--- config.mk ---
export PLATFORM = sky130hd
export DESIGN_NAME = vga_capture
export DESIGN_NICKNAME = d
export VERILOG_FILES = /design/src/rtl/vga_pkg.sv /design/src/rtl/vga_sync_edge.sv /design/src/rtl/vga_capture.sv
export SDC_FILE = /design/constraint.sdc
export NUM_CORES = 1
export LEC_CHECK = 0
export ABC_AREA = 1
export ABC_CLOCK_PERIOD_IN_PS = 5500
export CAP_MARGIN = 20
export CORE_UTILIZATION = 60
export CTS_BUF_LIST = sky130_fd_sc_hd__clkbuf_16
export DETAILED_ROUTE_END_ITERATION = 8
export PLACE_DENSITY_LB_ADDON = 0.3
export SYNTH_ARGS = -nofsm -noshare
export SYNTH_HDL_FRONTEND = slang
export SYNTH_HIERARCHICAL = 1
export SYNTH_SLANG_ARGS = --single-unit
export TNS_END_PERCENT = 50
--- constraint.sdc ---
create_clock -name i_clk -period 5.5 [get_ports i_clk]
set_clock_uncertainty 0.1 [all_clocks]
set_input_delay 1.1 -clock i_clk [delete_from_list [all_inputs] [get_ports i_clk]]
set_output_delay 1.1 -clock i_clk [all_outputs]
set_load 0.01 [all_outputs]
--- src/rtl/vga_pkg.sv ---
// vga_pkg: timing constants for the 640x480 display path (shared with vga_sync),
// the capture FSM state encoding and the pixel coordinate type.
// No ports. The vga_capture parameter defaults are taken from these constants.
package vga_pkg;

    localparam int COORD_W = 10;
    typedef logic [COORD_W-1:0] coord_t;

    localparam int   VGA_H_DISPLAY    = 640;
    localparam int   VGA_H_SYNC_START = 656;
    localparam int   VGA_H_TOTAL      = 800;
    localparam int   VGA_V_DISPLAY    = 480;
    localparam int   VGA_V_SYNC_START = 490;
    localparam int   VGA_V_TOTAL      = 525;
    localparam logic VGA_SYNC_ACTIVE  = 1'b1;
    localparam int   VGA_RGB_DELAY    = 1;
    localparam int   VGA_LOCK_FRAMES  = 2;
    localparam int   VGA_CLK_PER_PIX  = 2;

    // Capture FSM encoding.
    localparam logic [1:0] ST_SEARCH = 2'd0;
    localparam logic [1:0] ST_TRACK  = 2'd1;
    localparam logic [1:0] ST_LOCKED = 2'd2;

    // Counter advance with wrap at 'last'.
    function automatic coord_t wrap_inc(input coord_t cnt, input coord_t last);
        coord_t result;
        if (cnt == last) begin
            result = coord_t'(0);
        end else begin
            result = cnt + coord_t'(1);
        end
        return result;
    endfunction

endpackage

--- src/rtl/vga_sync_edge.sv ---
// vga_sync_edge: registers one sync input and flags its leading edge.
// Ports:
//   i_clk, i_reset : clock, asynchronous active-high reset
//   i_sig          : raw sync input (synchronous to i_clk)
//   o_edge         : high on the clk where i_sig is active but was inactive the clk before
module vga_sync_edge #(
    parameter logic ACTIVE = 1'b1
) (
    input  logic i_clk,
    input  logic i_reset,
    input  logic i_sig,
    output logic o_edge
);

    logic r_q;

    // One-clk history of the sync input; reset to the inactive level so a sync
    // already asserted when reset is released still yields an edge.
    always_ff @(posedge i_clk or posedge i_reset) begin
        if (i_reset) begin
            r_q <= ~ACTIVE;
        end else begin
            r_q <= i_sig;
        end
    end

    assign o_edge = (i_sig == ACTIVE) && (r_q != ACTIVE);

endmodule

--- src/rtl/vga_capture.sv ---
// vga_capture: receive-side VGA monitor on a loopback of the display outputs.
// Recovers pixel coordinates from hsync/vsync, strobes every visible pixel while
// locked, and flags sync edges that arrive at an unexpected count.
// Ports:
//   i_clk, i_reset          : clock, asynchronous active-high reset
//   i_hsync, i_vsync, i_rgb : display signals, synchronous to i_clk
//   o_pix_x, o_pix_y        : coordinate of the sampled pixel (held between strobes)
//   o_pix_rgb               : sampled colour
//   o_pix_valid             : 1-clk strobe per visible pixel while locked
//   o_frame_start           : 1-clk pulse with the strobe of pixel (0,0)
//   o_locked                : timing locked
//   o_sync_err              : 1-clk pulse on a sync edge at an unexpected count
module vga_capture
    import vga_pkg::*;
#(
    parameter int   H_DISPLAY    = VGA_H_DISPLAY,
    parameter int   H_SYNC_START = VGA_H_SYNC_START,
    parameter int   H_TOTAL      = VGA_H_TOTAL,
    parameter int   V_DISPLAY    = VGA_V_DISPLAY,
    parameter int   V_SYNC_START = VGA_V_SYNC_START,
    parameter int   V_TOTAL      = VGA_V_TOTAL,
    parameter logic SYNC_ACTIVE  = VGA_SYNC_ACTIVE,
    parameter int   RGB_DELAY    = VGA_RGB_DELAY,
    parameter int   LOCK_FRAMES  = VGA_LOCK_FRAMES,
    parameter int   CLK_PER_PIX  = VGA_CLK_PER_PIX
) (
    input  logic               i_clk,
    input  logic               i_reset,
    input  logic               i_hsync,
    input  logic               i_vsync,
    input  logic [2:0]         i_rgb,
    output logic [COORD_W-1:0] o_pix_x,
    output logic [COORD_W-1:0] o_pix_y,
    output logic [2:0]         o_pix_rgb,
    output logic               o_pix_valid,
    output logic               o_frame_start,
    output logic               o_locked,
    output logic               o_sync_err
);

    localparam int PH_W   = (CLK_PER_PIX > 2) ? $clog2(CLK_PER_PIX) : 1;
    localparam int GOOD_W = (LOCK_FRAMES > 1) ? $clog2(LOCK_FRAMES + 1) : 1;

    localparam logic [PH_W-1:0]   PH_LAST   = PH_W'(CLK_PER_PIX - 1);
    localparam logic [GOOD_W-1:0] GOOD_LAST = GOOD_W'(LOCK_FRAMES - 1);
    localparam coord_t H_LAST   = coord_t'(H_TOTAL - 1);
    localparam coord_t V_LAST   = coord_t'(V_TOTAL - 1);
    localparam coord_t H_SS     = coord_t'(H_SYNC_START);
    localparam coord_t V_SS     = coord_t'(V_SYNC_START);
    localparam coord_t RGB_D    = coord_t'(RGB_DELAY);
    localparam coord_t H_VIS_HI = coord_t'(H_DISPLAY + RGB_DELAY);
    localparam coord_t V_VIS_HI = coord_t'(V_DISPLAY);

    // State registers
    logic [PH_W-1:0]   r_phase;
    coord_t            r_h;
    coord_t            r_v;
    logic [1:0]        r_state;
    logic [GOOD_W-1:0] r_good;

    // Output registers
    coord_t            r_pix_x;
    coord_t            r_pix_y;
    logic [2:0]        r_pix_rgb;
    logic              r_pix_valid;
    logic              r_frame_start;
    logic              r_locked;
    logic              r_sync_err;

    // Combinational
    logic              w_hs_edge;
    logic              w_vs_edge;
    logic [PH_W-1:0]   w_phase_cur;
    logic [PH_W-1:0]   w_phase_next;
    logic              w_tick;
    coord_t            w_h_pred;
    coord_t            w_v_pred;
    coord_t            w_v_exp;
    coord_t            w_h_new;
    coord_t            w_v_new;
    logic              w_hs_bad;
    logic              w_vs_bad;
    logic              w_err;
    logic [1:0]        w_state_next;
    logic [GOOD_W-1:0] w_good_next;
    coord_t            w_pix_x;
    logic              w_sample;

    vga_sync_edge #(.ACTIVE(SYNC_ACTIVE)) u_hs_edge (
        .i_clk   (i_clk),
        .i_reset (i_reset),
        .i_sig   (i_hsync),
        .o_edge  (w_hs_edge)
    );

    vga_sync_edge #(.ACTIVE(SYNC_ACTIVE)) u_vs_edge (
        .i_clk   (i_clk),
        .i_reset (i_reset),
        .i_sig   (i_vsync),
        .o_edge  (w_vs_edge)
    );

    // Pixel tick: an hsync leading edge realigns the phase so that the edge clk is a tick.
    always_comb begin
        w_phase_cur = w_hs_edge ? {PH_W{1'b0}} : r_phase;
        w_tick      = (w_phase_cur == {PH_W{1'b0}});
        if (w_phase_cur == PH_LAST) begin
            w_phase_next = {PH_W{1'b0}};
        end else begin
            w_phase_next = w_phase_cur + PH_W'(1);
        end
    end

    // Counter prediction, sync-edge checks and counter reload.
    // After a tick, r_h/r_v name the pixel whose signals are on the inputs at that clk,
    // so an edge is expected exactly when the predicted count equals the sync start.
    always_comb begin
        w_h_pred = wrap_inc(r_h, H_LAST);
        if (r_h == H_LAST) begin
            w_v_pred = wrap_inc(r_v, V_LAST);
        end else begin
            w_v_pred = r_v;
        end
        w_v_exp  = w_tick ? w_v_pred : r_v;
        w_hs_bad = w_hs_edge && (w_h_pred != H_SS);
        w_vs_bad = w_vs_edge && (w_v_exp != V_SS);
        w_err    = (r_state != ST_SEARCH) && (w_hs_bad || w_vs_bad);
        if (w_hs_edge) begin
            w_h_new = H_SS;
        end else if (w_tick) begin
            w_h_new = w_h_pred;
        end else begin
            w_h_new = r_h;
        end
        if (w_vs_edge) begin
            w_v_new = V_SS;
        end else begin
            w_v_new = w_v_exp;
        end
    end

    // Lock FSM: count consecutive good vsync edges; any bad edge restarts tracking.
    always_comb begin
        w_state_next = r_state;
        w_good_next  = r_good;
        case (r_state)
            ST_SEARCH: begin
                if (w_vs_edge) begin
                    w_state_next = ST_TRACK;
                    w_good_next  = {GOOD_W{1'b0}};
                end else begin
                    w_state_next = ST_SEARCH;
                end
            end
            ST_TRACK: begin
                if (w_err) begin
                    w_good_next = {GOOD_W{1'b0}};
                end else if (w_vs_edge) begin
                    if (r_good == GOOD_LAST) begin
                        w_state_next = ST_LOCKED;
                        w_good_next  = {GOOD_W{1'b0}};
                    end else begin
                        w_good_next = r_good + GOOD_W'(1);
                    end
                end else begin
                    w_state_next = ST_TRACK;
                end
            end
            ST_LOCKED: begin
                if (w_err) begin
                    w_state_next = ST_TRACK;
                    w_good_next  = {GOOD_W{1'b0}};
                end else begin
                    w_state_next = ST_LOCKED;
                end
            end
            default: begin
                w_state_next = ST_SEARCH;
                w_good_next  = {GOOD_W{1'b0}};
            end
        endcase
    end

    // Visible-pixel select: rgb lags its coordinate by RGB_DELAY ticks, and a pixel
    // coinciding with a bad sync edge is dropped.
    always_comb begin
        w_pix_x  = w_h_new - RGB_D;
        w_sample = w_tick && (r_state == ST_LOCKED) && !w_err &&
                   (w_h_new >= RGB_D) && (w_h_new < H_VIS_HI) && (w_v_new < V_VIS_HI);
    end

    // Tick phase, coordinate counters and FSM state.
    always_ff @(posedge i_clk or posedge i_reset) begin
        if (i_reset) begin
            r_phase <= {PH_W{1'b0}};
            r_h     <= coord_t'(0);
            r_v     <= coord_t'(0);
            r_state <= ST_SEARCH;
            r_good  <= {GOOD_W{1'b0}};
        end else begin
            r_phase <= w_phase_next;
            r_h     <= w_h_new;
            r_v     <= w_v_new;
            r_state <= w_state_next;
            r_good  <= w_good_next;
        end
    end

    // Registered outputs; pixel fields only update on a strobe.
    always_ff @(posedge i_clk or posedge i_reset) begin
        if (i_reset) begin
            r_pix_x       <= coord_t'(0);
            r_pix_y       <= coord_t'(0);
            r_pix_rgb     <= 3'd0;
            r_pix_valid   <= 1'b0;
            r_frame_start <= 1'b0;
            r_locked      <= 1'b0;
            r_sync_err    <= 1'b0;
        end else begin
            if (w_sample) begin
                r_pix_x   <= w_pix_x;
                r_pix_y   <= w_v_new;
                r_pix_rgb <= i_rgb;
            end
            r_pix_valid   <= w_sample;
            r_frame_start <= w_sample && (w_pix_x == coord_t'(0)) && (w_v_new == coord_t'(0));
            r_locked      <= (w_state_next == ST_LOCKED);
            r_sync_err    <= w_err;
        end
    end

    assign o_pix_x       = r_pix_x;
    assign o_pix_y       = r_pix_y;
    assign o_pix_rgb     = r_pix_rgb;
    assign o_pix_valid   = r_pix_valid;
    assign o_frame_start = r_frame_start;
    assign o_locked      = r_locked;
    assign o_sync_err    = r_sync_err;

endmodule
==> results.py, run 1 <==
metrics = {
    "status": {
        "status": "completed",
    },
    "placement": {
        "pre_cts_ws_ns": 0.862,
        "post-dp-hpwl_mm": 5.77,
        "port_buffers": 33,
        "gp_congestion": 0.956,
    },
    "global_route": {
        "grt.overflow.total": 0,
        "grt_pass1_wl_mm": 13.5,
        "grt_usage_pct": 29.2,
        "grt_start_max_net_pins": 53,
        "antenna_found_initial": 0,
        "grt_pass1_vias": 2913,
    },
    "power_and_ir_drop": {
        "p_per_area_mw_per_mm2": 255,
        "power_leakage_uw": 0.00206,
        "vdd_drop_max_v": 0.000218,
    },
    "floorplanning": {
        "die_h_um": 76.2,
        "core_area_mm2": 0.00520,
        "initial_core_util_pct": 63.5,
        "ios": 34,
        "fp.dieW_um": 76.2,
        "die_area_mm2": 0.00581,
        "rows": 26,
    },
    "sta": {
        "hold_viol": 0,
        "timing.final.crit_share_pct": 80.0,
        "setup_viol": 0,
        "timing.final.crit_period_ns": 4.40,
        "whs_ns": 0.370,
        "rsz0062_at_grt": "no",
        "setup-tns-final_ns": 0,
        "max-slew-margin-rel_pct": 63.0,
        "fmax_mhz": 227,
        "postLayoutSetupSlackWorst_ns": 1.10,
        "slew_viol_final": 0,
        "tightest_slew_ns": 0.554,
    },
    "synthesis": {
        "synth_nets": 468,
        "synth-seq-area-share_pct": 40.9,
        "synth_area_leaders": "dfrtp_1, nand2_1, nand3_1",
        "synth_top_area_share_pct": 40.9,
        "synthCells": 456,
        "ys_warn_count": 6,
        "syn_area_per_cell_um2": 7.24,
        "synth_seq_cells": 54,
        "synth_area_leader_cell": "dfrtp_1",
        "syn_area_mm2": 0.00330,
        "synthDistinctLibCells": 30,
    },
    "cts": {
        "cts_resized": 0,
        "cts_root_buf": "clkbuf_16",
        "clockBufferDepth": 2,
        "cts_setup_buffers": 0,
        "cts_hold_buf": 0,
        "clk_latency_ns": 0.30,
        "cts_buffers": 5,
        "cts.htree.levels": 2,
        "path_clk_slew_ns": 0.07,
        "cts.sinks": 54,
        "cts_tree": "yes",
    },
    "route": {
        "drtPass1Iterations": 5,
        "avgRoutedWirePerCell_um": 14.3,
        "dr_total_vias": 3134,
        "finalWirelength_mm": 8.01,
        "drc_errors": 0,
        "ant_nets": 0,
        "first_iter_violations": 390,
        "viasPerCell": 5.59,
    },
    "critical_path": {
        "cp.required_ns": 5.59,
        "path_class": "in2reg",
        "critPathBufInv": 4,
        "crit_arrival_ns": 4.49,
        "r2r-start": "r_h[0]",
        "end_kind": "flip-flop",
        "critPathTopFamily": "simple AND/OR/NAND/NOR gates",
        "startpoint": "i_hsync",
        "max_stage_delay_ns": 0.48,
        "critPathLaunchType": "input port",
        "cp_common_cell": "nand2_1",
        "cp_slowest_cell": "clkdlybuf4s50_1",
        "crit_path_max_fanout": 24,
        "path_cells": "clkdlybuf4s50_1 -> inv_1 -> nor2_2 -> inv_1 -> nand2_1 -> o22ai_1 -> inv_1 -> ha_1 -> nand2_1 -> nand3b_4 -> nor2_4 -> nand2_1 -> nand2_1 -> nand3_1 -> nor2_4 -> nand2_4 -> nand2_1 -> nand2_1",
    },
    "final_layout": {
        "final_common_cell": "nand2_1",
        "nNetsFinal": 502,
        "drive_above_1_share_pct": 9.78,
        "synthToLayoutAreaGrowth_pct": 16.1,
        "final_cell_mix": "nand2_1, inv_1, nand3_1, dfrtp_1, nor2_1",
        "nFillCells": 388,
        "n_antenna_cell": 0,
    },
    "min_path": {
        "min_path_type": "reg2reg",
        "worstHoldStart": "o_pix_x[4]",
    },
    "flow_run": {
        "drv_cap": 0,
    },
}
==> path summary, 6_finish.rpt <==
path	to	slack (ns)	cells after the start
worst max-delay path	o_pix_y[4]	1.10	18
worst min-delay path	o_pix_x[4]	0.37	2
worst max register to register	o_pix_y[4]	1.83	18
worst min register to register	o_pix_x[4]	0.37	2
max in group asynchronous	r_h[6]	3.64	3
min in group asynchronous	u_hs_edge/r_q	0.91	2
==> cell type report <==
| cell class | instances | area, um^2 | share of cell area (%) |
|---|---|---|---|
| inverters | 65 | 244 | 6.36 |
| flip-flops and latches | 54 | 1350 | 35.2 |
| clock inverters | 3 | 26.3 | 0.685 |
| clock buffers | 5 | 125 | 3.26 |
| well taps | 70 | 87.6 | 2.28 |
| repair buffers | 34 | 350 | 9.14 |
| multi-input cells | 330 | 1650 | 43.0 |
==> per-layer routing <==
layer,share of wire [%],GRT usage [%],vias to the layer above
met2,46,44.8,131
met3,7.0,5.51,16
met5,0,0,-
met4,1.9,12.1,0
li1,-,-,1501
met1,45,40.8,1486
==> Yosys cell counts, drive strengths merged <==
library cell	count
nand2	158
inv	65
nor2	60
nand3	59
dfrtp	54
o21ai	15
nand4	12
buf	7
ha	5
nor3	5
a21oi	4
nand3b	4
xor2	4
o22ai	2
a21boi	1
a22oi	1
==> tightest hold or removal path: cells and delay by family, from the launching register on <==
family,cells,cell delay (ns)
DFF,1,0.34
and+or+nand+nor,2,0.10
==> state kept, by name, indices dropped and copies added (netlist names), 2 cells and up <==
name	cells
o_pix_x	10
r_h	10
o_pix_rgb	3
o_pix_y	10
r_state	2
r_good	2
r_v	10
==> kinds of logic after synthesis <==
logic type	count (synthesis)	synth area share [%]
AND/OR/NAND/NOR	298	43.0
buffers and inverters	72	9.13
XOR/XNOR	4	1.06
flip-flops	54	40.9
AO/OA/AOI/OAI	23	4.02
adder cells (fa/ha/maj)	5	1.89
==> through the flow <==
| stage | utilization [%] | total power, uW | std cells | instance area [um^2] |
|---|---|---|---|---|
| 2_1_floorplan | - | 597 | 456 | 3300 |
| 3_3_place_gp | 70.4 | 650 | 552 | 3660 |
| 3_5_place_dp | 70.4 | 659 | 552 | 3660 |
| 4_1_cts | 73.3 | 976 | 560 | 3810 |
| 5_1_grt | 73.7 | 1020 | 561 | 3830 |
| 6_report | 73.7 | 976 | 561 | 3830 |
==> where the power goes <==
group          switching [uW]  internal [uW]  total (uW)
sequential               24.5            423         447
clock                     146            171         317
combinational             134           78.4         212
total                     304            672         976
Power figures use the tool's default switching activity.
==> inputs of run 2 (changes only) <==
--- a/config.mk
+++ b/config.mk
@@ -6,9 +6,9 @@
 export NUM_CORES = 1
 export LEC_CHECK = 0
 export ABC_AREA = 1
-export ABC_CLOCK_PERIOD_IN_PS = 5500
+export ABC_CLOCK_PERIOD_IN_PS = 3800
 export CAP_MARGIN = 20
-export CORE_UTILIZATION = 60
+export CORE_UTILIZATION = 52
 export CTS_BUF_LIST = sky130_fd_sc_hd__clkbuf_16
 export DETAILED_ROUTE_END_ITERATION = 8
 export PLACE_DENSITY_LB_ADDON = 0.3
==> constraint.sdc (replaced) <==
create_clock -name i_clk -period 3.8 [get_ports i_clk]
set_clock_uncertainty 0.1 [all_clocks]
set_input_delay 0.76 -clock i_clk [delete_from_list [all_inputs] [get_ports i_clk]]
set_output_delay 0.76 -clock i_clk [all_outputs]
set_load 0.01 [all_outputs]
==> results.py, run 2 (synthesized netlist as in run 1, its figures left out) <==
metrics = {
    "status": {
        "status": "completed",
    },
    "placement": {
        "gp_congestion": 0.956,
        "post-dp-hpwl_mm": 6.10,
        "dp.cells": 566,
        "port_buffers": 33,
    },
    "cts": {
        "cts_hold_buf": 0,
        "cts.htree.levels": 2,
        "cts_setup_buffers": 0,
        "clockBufferDepth": 2,
        "cts_tree": "yes",
        "cts_resized": 0,
        "cts.sinks": 54,
        "clk_latency_ns": 0.29,
        "cts_root_buf": "clkbuf_16",
        "cts_buffers": 5,
        "path_clk_slew_ns": 0.07,
    },
    "final_layout": {
        "final_cells": 575,
        "nFillCells": 536,
        "final_cell_mix": "nand2_1, inv_1, nand3_1, dfrtp_1, nor2_1",
        "synthToLayoutAreaGrowth_pct": 19.2,
        "final_common_cell": "nand2_1",
        "n_antenna_cell": 0,
        "nNetsFinal": 511,
        "drive_above_1_share_pct": 11.4,
    },
    "floorplanning": {
        "core_area_mm2": 0.00603,
        "initial_core_util_pct": 54.8,
        "die_area_mm2": 0.00667,
        "die_h_um": 81.7,
        "rows": 28,
        "fp.dieW_um": 81.7,
        "ios": 34,
    },
    "critical_path": {
        "r2r_slack_ns": 0.58,
        "end_kind": "flip-flop",
        "reg2reg_depth": 20,
        "critPathLaunchType": "input port",
        "crit_path_max_fanout": 23,
        "crit_arrival_ns": 3.44,
        "path_class": "in2reg",
        "r2r-start": "r_h[0]",
        "r2r_end": "o_pix_x[9]",
        "cp.required_ns": 3.88,
    },
    "route": {
        "drtPass1Iterations": 5,
        "ant_nets": 0,
        "first_iter_violations": 279,
        "dr_total_vias": 3094,
        "viasPerCell": 5.38,
        "finalWirelength_mm": 8.09,
        "avgRoutedWirePerCell_um": 14.1,
        "drc_errors": 0,
    },
    "global_route": {
        "antenna_found_initial": 0,
        "grt.overflow.total": 0,
        "grt_pass1_vias": 2863,
        "grt_usage_pct": 26.7,
        "grt_pass1_wl_mm": 13.5,
        "grt_start_max_net_pins": 53,
    },
    "sta": {
        "tightest_slew_ns": 0.433,
        "timing.final.crit_share_pct": 88.3,
        "rsz0062_at_grt": "no",
        "whs_ns": 0.371,
        "max-slew-margin-rel_pct": 70.8,
        "slew_viol_final": 0,
        "setup-tns-final_ns": 0,
        "fmax_mhz": 298,
        "setup_viol": 0,
        "timing.final.crit_period_ns": 3.36,
        "hold_viol": 0,
    },
    "power_and_ir_drop": {
        "p_per_area_mw_per_mm2": 376,
        "vdd_drop_max_v": 0.000359,
        "power_leakage_uw": 0.00211,
    },
    "min_path": {
        "min_to": "o_pix_x[2]",
        "min_path_type": "reg2reg",
        "worstHoldStart": "o_pix_x[2]",
        "hold_depth": 2,
    },
    "flow_run": {
        "drv_cap": 0,
    },
}
run 2: per-layer routing:
layer | track usage (%) | vias to the layer above | part of all wire [%]
li1 | - | 1525 | -
met1 | 38.5 | 1456 | 47
met2 | 42.3 | 104 | 47
met3 | 4.11 | 9 | 5.6
met4 | 6.14 | 0 | 1.1
met5 | 0 | - | 0
run 2: worst max path at each step:
stage,to,from,slack [ns]
after floorplan,o_pix_y[7],i_hsync,0.82
after global placement,o_pix_x[1],i_hsync,0.26
after detailed placement,o_pix_y[9],i_hsync,0.17
after CTS,o_pix_x[9],i_hsync,0.46
after global routing,o_pix_y[9],i_hsync,0.11
final,o_pix_x[9],i_hsync,0.44
run 2: worst max-delay path, cell delays in order:
cell and delay, ns:
clkdlybuf4s50_1 0.47, inv_1 0.05, nor2_2 0.17, inv_1 0.06, nand2_1 0.23, o21ai_0 0.23
inv_1 0.13, ha_1 0.17, nand2_1 0.07, nand3b_4 0.18, nor2_4 0.16, nand2_1 0.07
nand2_1 0.05, nand3_1 0.11, nor2_4 0.17, nand2_4 0.19, nand2_1 0.11, nand2_1 0.06
run 2: layout make-up:
cell class              instances  area, um^2  area share (%)
multi-input cells             330        1650            41.9
flip-flops and latches         54        1350            34.3
repair buffers                 43         430            10.9
inverters                      65         244            6.19
clock buffers                   5         125            3.18
well taps                      75        93.8            2.38
clock inverters                 3        43.8            1.11
run 2: report_power, final:
group	switching (uW)	internal, uW	leakage (uW)
registers	35.5	612	0.000683
logic	195	124	0.00135
clock network	203	312	0.0000842
total	434	1050	0.00211
run 2: through the flow:
stage	area [um^2]	utilization, %	power (uW)	worst slack (ns)
detailed placement	3750	62.2	969	0.173
floorplan	3300	-	864	0.821
CTS	3920	65.0	1480	0.455
global placement	3750	62.2	960	0.255
global route	3940	65.4	1560	0.113
finish	3940	65.4	1480	0.443
==> inputs of run 3 (changes only) <==
--- a/config.mk
+++ b/config.mk
@@ -6,9 +6,9 @@
 export NUM_CORES = 1
 export LEC_CHECK = 0
 export ABC_AREA = 1
-export ABC_CLOCK_PERIOD_IN_PS = 3800
+export ABC_CLOCK_PERIOD_IN_PS = 3700
 export CAP_MARGIN = 20
-export CORE_UTILIZATION = 52
+export CORE_UTILIZATION = 57
 export CTS_BUF_LIST = sky130_fd_sc_hd__clkbuf_16
 export DETAILED_ROUTE_END_ITERATION = 8
 export PLACE_DENSITY_LB_ADDON = 0.3
==> constraint.sdc (replaced) <==
create_clock -name i_clk -period 3.7 [get_ports i_clk]
set_clock_uncertainty 0.1 [all_clocks]
set_input_delay 0.74 -clock i_clk [delete_from_list [all_inputs] [get_ports i_clk]]
set_output_delay 0.74 -clock i_clk [all_outputs]
set_load 0.01 [all_outputs]
==> results.py, run 3 (synthesized netlist as in run 1, its figures left out) <==
metrics = {
    "status": {
        "status": "completed",
    },
    "route": {
        "viasPerCell": 5.39,
        "ant_nets": 0,
        "drc_errors": 0,
        "dr_total_vias": 3091,
        "drtPass1Iterations": 5,
        "first_iter_violations": 227,
        "avgRoutedWirePerCell_um": 13.8,
        "finalWirelength_mm": 7.89,
    },
    "sta": {
        "max-slew-margin-rel_pct": 69.7,
        "slew_viol_final": 0,
        "hold_viol": 0,
        "timing.final.crit_period_ns": 3.25,
        "rsz0062_at_grt": "no",
        "setup_viol": 0,
        "fmax_mhz": 308,
        "tightest_slew_ns": 0.453,
        "timing.final.crit_share_pct": 87.9,
        "setup-tns-final_ns": 0,
    },
    "cts": {
        "cts_setup_buffers": 0,
        "clk_latency_ns": 0.29,
        "cts.htree.levels": 2,
        "cts_tree": "yes",
        "clockBufferDepth": 2,
        "cts_buffers": 5,
        "cts_resized": 0,
        "cts_root_buf": "clkbuf_16",
        "cts_hold_buf": 0,
        "cts.sinks": 54,
        "path_clk_slew_ns": 0.07,
    },
    "floorplanning": {
        "die_area_mm2": 0.00610,
        "rows": 27,
        "die_h_um": 78.1,
        "initial_core_util_pct": 59.6,
        "core_area_mm2": 0.00554,
        "fp.dieW_um": 78.1,
        "ios": 34,
    },
    "final_layout": {
        "synthToLayoutAreaGrowth_pct": 18.6,
        "final_cells": 574,
        "final_common_cell": "nand2_1",
        "final_cell_mix": "nand2_1, inv_1, nand3_1, dfrtp_1, nor2_1",
        "post-route-util_pct": 70.7,
        "n_antenna_cell": 0,
        "nNetsFinal": 513,
        "drive_above_1_share_pct": 11.4,
    },
    "global_route": {
        "grt_start_max_net_pins": 24,
        "grt_pass1_vias": 2979,
        "antenna_found_initial": 0,
        "grt.overflow.total": 0,
        "grt_pass1_wl_mm": 13.6,
        "grt_usage_pct": 28.5,
    },
    "placement": {
        "post-dp-hpwl_mm": 5.95,
        "dp.cells": 566,
        "gp_congestion": 0.900,
        "port_buffers": 33,
    },
    "flow_run": {
        "drv_cap": 0,
    },
    "power_and_ir_drop": {
        "p_sw_uw": 441,
        "p_per_area_mw_per_mm2": 386,
        "pwr-share-comb_pct": 21.9,
        "vdd_drop_max_v": 0.000326,
        "p_int_uw": 1070,
        "clkPwrFrac_pct": 34.0,
        "p_sw_share_pct": 29.2,
        "power_leakage_uw": 0.00212,
        "p_seq_share_pct": 44.0,
    },
    "critical_path": {
        "max_stage_delay_ns": 0.48,
        "crit_path_max_fanout": 23,
        "cp.required_ns": 3.82,
        "critPathLaunchType": "input port",
        "path_cells": "clkdlybuf4s50_1 -> inv_1 -> nor2_2 -> nor2_1 -> buf_4 -> nand2_1 -> o21ai_0 -> inv_1 -> ha_1 -> nand2_1 -> nand3b_4 -> nor2_4 -> nand3_1 -> nor2_1 -> nor2_4 -> nand2_4 -> inv_1 -> nor2_1",
        "cp_slowest_cell": "clkdlybuf4s50_1",
        "path_class": "in2reg",
        "crit_arrival_ns": 3.37,
        "end_kind": "flip-flop",
    },
    "min_path": {
        "min_path_type": "reg2reg",
    },
}
-- run 3: final cells by class --
type | count | area [um^2]
multi-input cells | 330 | 1650
fillers | 450 | 1620
flip-flops and latches | 54 | 1350
repair buffers | 45 | 420
inverters | 65 | 244
clock buffers | 5 | 125
well taps | 72 | 90.1
clock inverters | 3 | 37.5
-- run 3: layer usage --
layer / up-vias / GRT usage [%] / routed length [um]
met2: 98 / 46.1 / 3720
met1: 1446 / 39.2 / 3660
met3: 16 / 4.07 / 377
met4: 0 / 9.81 / 135
met5: - / 0 / 0
li1: 1531 / - / -
-- run 3: path summary, 6_finish.rpt --
path	start	endpoint	slack, ns	cells after the start
max	i_hsync	o_pix_y[9]	0.45	18
min	o_pix_x[0]	o_pix_x[0]	0.38	2
max reg2reg	r_h[0]	o_pix_y[9]	0.58	19
min reg2reg	o_pix_x[0]	o_pix_x[0]	0.38	2
max in group asynchronous	i_reset	r_h[8]	2.14	3
min in group asynchronous	i_reset	u_hs_edge/r_q	0.57	2
-- run 3: power groups by stage --
stage	sequential [uW]	combinational (uW)	clock [uW]
after floorplan	673	214	0
after global placement	673	318	0
after detailed placement	674	325	0
after CTS	664	329	519
after global routing	669	371	544
final	666	332	514
-- run 3: through the flow --
stage / area (um^2) / hold WS, ns / worst slack (ns) / power, uW
CTS: 3920 / 0.379 / 0.465 / 1510
detailed placement: 3760 / 0.362 / 0.175 / 999
global placement: 3760 / 0.357 / 0.265 / 991
global route: 3920 / 0.405 / 0.214 / 1580
floorplan: 3300 / 0.369 / 0.741 / 887
finish: 3920 / 0.376 / 0.449 / 1510
-- run 3: critical path, delay by kind of cell --
kind,cells,cell delay (ns)
buffers and inverters,5,0.90
adders and majority gates,1,0.16
AOI/OAI and AO/OA,1,0.13
and+or+nand+nor,11,1.44
